**src/rtl/out_bcd_converter_if.sv**
```systemverilog
// Bus between the CPU output port and the BCD converter.
// Handshake: no valid/ready; `in` is sampled as a level every clock, bcd is held stable, done pulses one cycle per update.
interface out_bcd_converter_if #(
   parameter int DATA_WIDTH = 16,
   parameter int DIGITS     = 5
);
   logic [DATA_WIDTH-1:0] in;
   logic                  freeze;
   logic [4*DIGITS-1:0]   bcd;
   logic                  busy;
   logic                  done;

   modport master (output in, freeze, input bcd, busy, done);
   modport slave  (input in, freeze, output bcd, busy, done);
endinterface

```
**src/rtl/out_bcd_converter.sv**
```systemverilog
// Sequential double-dabble binary-to-BCD converter watching the CPU output word.
// One bit per clock; bcd only updates with a complete result.
module out_bcd_converter #(
   parameter int DATA_WIDTH = 16,
   parameter int DIGITS     = 5
) (
   input  logic               clk,
   input  logic               rst_n,
   out_bcd_converter_if.slave bus,
   output logic [1:0]         o_dbg_state
);
   localparam int CW = $clog2(DATA_WIDTH + 1);
   localparam int BW = 4 * DIGITS;

   localparam logic [1:0] S_IDLE  = 2'd0;
   localparam logic [1:0] S_SHIFT = 2'd1;
   localparam logic [1:0] S_DONE  = 2'd2;

   logic [1:0]            r_state;
   logic [DATA_WIDTH-1:0] r_snapshot;
   logic [DATA_WIDTH-1:0] r_bin_sh;
   logic [BW-1:0]         r_scratch;
   logic [BW-1:0]         r_bcd;
   logic [CW-1:0]         r_cnt;
   logic                  r_done;
   logic [BW-1:0]         w_corrected;
   logic                  w_start;

   // Add-3 correction on every nibble in parallel, no carry between nibbles.
   always_comb begin
      w_corrected = r_scratch;
      for (int i = 0; i < DIGITS; i++) begin
         if (r_scratch[4*i +: 4] >= 4'd5)
            w_corrected[4*i +: 4] = r_scratch[4*i +: 4] + 4'd3;
      end
   end

   assign w_start = !bus.freeze && (bus.in != r_snapshot);

   always_ff @(posedge clk or negedge rst_n) begin
      if (!rst_n) begin
         r_state    <= S_IDLE;
         r_snapshot <= '0;
         r_bin_sh   <= '0;
         r_scratch  <= '0;
         r_bcd      <= '0;
         r_cnt      <= '0;
         r_done     <= 1'b0;
      end else begin
         case (r_state)
            S_IDLE: begin
               r_done <= 1'b0;
               if (w_start) begin
                  r_snapshot <= bus.in;
                  r_bin_sh   <= bus.in;
                  r_scratch  <= '0;
                  r_cnt      <= CW'(DATA_WIDTH);
                  r_state    <= S_SHIFT;
               end
            end
            S_SHIFT: begin
               r_scratch <= {w_corrected[BW-2:0], r_bin_sh[DATA_WIDTH-1]};
               r_bin_sh  <= r_bin_sh << 1;
               r_cnt     <= r_cnt - CW'(1);
               if (r_cnt == CW'(1))
                  r_state <= S_DONE;
            end
            S_DONE: begin
               r_bcd   <= r_scratch;
               r_done  <= 1'b1;
               r_state <= S_IDLE;
            end
            default: begin
               r_done  <= 1'b0;
               r_state <= S_IDLE;
            end
         endcase
      end
   end

   assign bus.bcd     = r_bcd;
   assign bus.done    = r_done;
   assign bus.busy    = (r_state == S_SHIFT) || (r_state == S_DONE);
   assign o_dbg_state = r_state;
endmodule
```
**src/flat_wrapper.sv**
```systemverilog
// flat-port wrapper written by rule: the top's interface ports become plain ports
module out_bcd_converter_flat 
#(
   parameter int DATA_WIDTH = 16,
   parameter int DIGITS     = 5
)
  (clk, rst_n, o_dbg_state, bus_in, bus_freeze, bus_bcd, bus_busy, bus_done);
  out_bcd_converter_if #(.DATA_WIDTH(DATA_WIDTH), .DIGITS(DIGITS)) bus_i ();
  input  logic clk;
  input  logic rst_n;
  output logic [1:0] o_dbg_state;
  input wire logic [$bits(bus_i.in)-1:0] bus_in;
  input wire logic [$bits(bus_i.freeze)-1:0] bus_freeze;
  output wire logic [$bits(bus_i.bcd)-1:0] bus_bcd;
  output wire logic [$bits(bus_i.busy)-1:0] bus_busy;
  output wire logic [$bits(bus_i.done)-1:0] bus_done;
  assign bus_i.in = bus_in;
  assign bus_i.freeze = bus_freeze;
  assign bus_bcd = bus_i.bcd;
  assign bus_busy = bus_i.busy;
  assign bus_done = bus_i.done;
  out_bcd_converter #(.DATA_WIDTH(DATA_WIDTH), .DIGITS(DIGITS)) u_core (.clk(clk), .rst_n(rst_n), .bus(bus_i), .o_dbg_state(o_dbg_state));
endmodule
```
**config.mk**
```make
export PLATFORM = sky130hd
export DESIGN_NAME = out_bcd_converter_flat
export DESIGN_NICKNAME = d
export VERILOG_FILES = /design/src/rtl/out_bcd_converter_if.sv /design/src/rtl/out_bcd_converter.sv /design/src/flat_wrapper.sv
export SDC_FILE = /design/constraint.sdc
export NUM_CORES = 1
export LEC_CHECK = 0
export CAP_MARGIN = 25
export CORE_MARGIN = 5
export CORE_UTILIZATION = 45
export CTS_CLUSTER_SIZE = 24
export DETAILED_ROUTE_END_ITERATION = 8
export HOLD_SLACK_MARGIN = 0.15
export PLACE_DENSITY = 0.74
export RECOVER_POWER = 25
export SLEW_MARGIN = 20
export SYNTH_ARGS = -nofsm -noshare
export SYNTH_HDL_FRONTEND = slang
export SYNTH_SLANG_ARGS = --single-unit
```
**constraint.sdc**
```tcl
create_clock -name clk -period 2.5 [get_ports clk]
set_input_delay 0.5 -clock clk [delete_from_list [all_inputs] [get_ports clk]]
set_output_delay 0.5 -clock clk [all_outputs]
set_load 0.005 [all_outputs]
```
==> impl_metrics.env, run 1 <==
export IMPL_status="finished, final reports clean"
export IMPL_die_w_um=105.3
export IMPL_worstSetupStartpointType="flip-flop"
export IMPL_n_fill_cell=753
export IMPL_placed_area_sq_um=4748
export IMPL_overflow=0
export IMPL_synth_area_top_cells="dfrtp_1 (49%), mux2i_1 (6.4%), mux2_2 (5.8%)"
export IMPL_finalSetupTns_ns=0
export IMPL_antenna_cells=0
export IMPL_netlist_top_cell_by_area="dfrtp_1"
export IMPL_ir_drop_uv=527.4
export IMPL_fin_crit_sh_pct=88.97
export IMPL_num_vias=2889
export IMPL_setup_viol=0
export IMPL_nets=450
export IMPL_drtAntennaViolNets=0
export IMPL_clk_path_buf_depth=2
export IMPL_timing_rr_end="u_core.r_snapshot[1]"
export IMPL_cts_htree_levels=3
export IMPL_drv_slew=0
export IMPL_drc_errors=0
export IMPL_dieArea_sq_um=11080
export IMPL_grt_pass1_vias=2990
export IMPL_synth_area_sq_um=4084
export IMPL_antenna_found_initial=0
export IMPL_synth_top_area_share_pct=49.02
export IMPL_dp_slack_ns=-0.05017
export IMPL_async_flop_share_pct=100.0
export IMPL_hold_viol_final=0
export IMPL_rows=34
export IMPL_cts_resized=0
export IMPL_r2r_start="u_core.o_dbg_state[1]"
export IMPL_drt_total_wl_um=8167
export IMPL_postLayoutCoreUtil_pct=55.67
export IMPL_ios=43
export IMPL_cts_root_buf="clkbuf_8"
export IMPL_crit_arrival_ns=1.72
export IMPL_port_buffers=42
export IMPL_fin_cells=525
export IMPL_worstPathMaxFanout=4
export IMPL_synth_edf_count=0
export IMPL_leakage_nw=2.184
export IMPL_gr_usage_all_layers_pct=15.46
export IMPL_drt_first_pass_iters=4
export IMPL_place_congestion=0.7640
export IMPL_pwr_density_cell_nw_per_um2=1133
export IMPL_via_per_inst=5.503
export IMPL_yosys_top_cells_count="dfrtp_1 (80), nand2_1 (28), mux2i_1 (26)"
export IMPL_drt_wirelength_per_cell_um=15.56
export IMPL_die_h_um=105.3
export IMPL_hp_class="in2async"
export IMPL_tightest_slew_ns=1.127
export IMPL_start_util_pct=46.60
export IMPL_syn_to_final_growth_pct=19.45
export IMPL_grt_first_pass_wirelength_um=14230
export IMPL_r2r_cells=7
export IMPL_syn_instance_count=360
export IMPL_insertion_delay_ns=0.34
export IMPL_finalWorstSetupSlack_ns=0.2758
export IMPL_drive_gt1_share_pct=14.63
export IMPL_synth_cell_types=41
export IMPL_min_period_ns=2.224
export IMPL_required_ns=2.00
export IMPL_synth_seq_area_share_pct=49.02
export IMPL_cts_tree="yes"
export IMPL_numClockSinks=80
export IMPL_synth_ff_type="dfrtp_1"
export IMPL_grt_max_degree=47
export IMPL_cp_end_kind="output port"
export IMPL_p_total_mw=5.525
export IMPL_timing_hold_ws_ns=0.3644
export IMPL_synth_seq_cells=80
export IMPL_crit_start="u_core.o_dbg_state[1]"
export IMPL_numCtsBuffers=9
export IMPL_synth_nets=394
export IMPL_core_sq_um=8763
export IMPL_worstSetupEndpoint="bus_busy"
export IMPL_fmax_mhz=449.6
export IMPL_rrSetupSlack_ns=0.51
export IMPL_dp_hpwl_um=5839
export IMPL_grt_setup_unrepaired="no"
export IMPL_maxCapViolations=0
export IMPL_yosysMostFrequentCell="dfrtp_1"
export IMPL_path_class="reg2out"
export IMPL_skew_ns=0.006181
export IMPL_path_clk_slew_ns=0.07
export IMPL_dpl_cell_count=513
export IMPL_post_cts_buffers=0
export IMPL_max_slew_margin_rel_pct=24.88
export IMPL_drt_iter0_drc=81
export IMPL_finalInstanceArea_sq_um=4878
export IMPL_syn_area_per_cell_sq_um=11.34
export IMPL_ys_warn_count=0
export IMPL_holdBufCountCts=0
## metal layers
| layer | track usage [%] | up-vias | share of wire [%] |
|---|---|---|---|
| met2 | 25.96 | 55 | 50 |
| li1 | - | 1376 | - |
| met1 | 20.11 | 1451 | 45 |
| met5 | 0 | - | 0 |
| met4 | 2.466 | 0 | 0.49 |
| met3 | 4.707 | 7 | 4.2 |
## state kept, by name (all words and copies together) (netlist names)
name                count
u_core.bus.bcd         20
u_core.r_bin_sh        16
u_core.o_dbg_state      2
u_core.r_snapshot      16
u_core.r_scratch       20
u_core.r_cnt            5
u_core.bus.done         1
## cells in the final DEF (no fill, tap or decap), types with 3 or more instances in the layout
cell	n
inv_1	22
o221ai_1	6
o22ai_1	8
mux2i_1	26
buf_4	17
mux2_2	21
nor4_2	4
xnor2_1	9
nand3_1	5
nor2_1	17
clkbuf_8	10
nor2b_1	3
mux2_1	16
nand2_1	28
nor3b_1	3
o21ai_0	9
a22oi_1	14
nor3_1	3
xor2_1	16
dfrtp_1	80
clkdlybuf4s50_1	41
a21o_1	6
ha_1	14
nand2b_1	5
o211ai_1	5
or3_1	5
## final cells by class
cell class	count	area [sq um]	area share [%]
Timing Repair Buffer	62	588.1	12.05
Tap cell	108	135.1	2.770
Inverter	22	82.58	1.693
Sequential cell	80	2002	41.04
Multi-Input combinational cell	241	1923	39.42
Clock buffer	10	137.6	2.821
Clock inverter	2	10.01	0.2052
## critical path: stages (launching register included)
cell and delay, ns:
dfrtp_1 0.44, inv_1 0.12, ha_1 0.32, clkdlybuf4s50_1 0.50
## kinds of logic after synthesis
logic type	synth area share (%)
buf+inv	3.952
flops	49.02
fa+ha+maj	4.596
mux	16.57
simple gates	10.39
xor+xnor	5.362
compound gates	10.11
## worst min-delay path by stage
| stage | startpoint | end | slack (ns) | cells after the start |
|---|---|---|---|---|
| 6_report | rst_n | u_core.bus.bcd[14] | 0.36 | 1 |
| 3_5_place_dp | u_core.bus.bcd[15] | u_core.bus.bcd[15] | 0.50 | 1 |
| 5_1_grt | rst_n | u_core.bus.bcd[14] | 0.45 | 1 |
| 3_3_place_gp | u_core.bus.bcd[13] | u_core.bus.bcd[13] | 0.49 | 1 |
| 2_1_floorplan | rst_n | u_core.bus.bcd[0] | 0.20 | 0 |
| 4_1_cts | rst_n | u_core.bus.bcd[14] | 0.17 | 1 |
## power breakdown
group          total [mW]  switching [mW]  leakage [nW]  internal [mW]
Combinational        2.56            1.27          1.09           1.28
Sequential           2.18           0.378          1.01           1.81
Clock               0.786           0.423        0.0797          0.362
Total                5.53            2.07          2.18           3.45
Note: power is estimated with default switching activity, not from simulation.
==> run 2, diff against run 1 <==
CTS_CLUSTER_SIZE = default   (was 24)
==> results of run 2 <==
No change in the layout: final DEF, timing and power equal those of run 1.
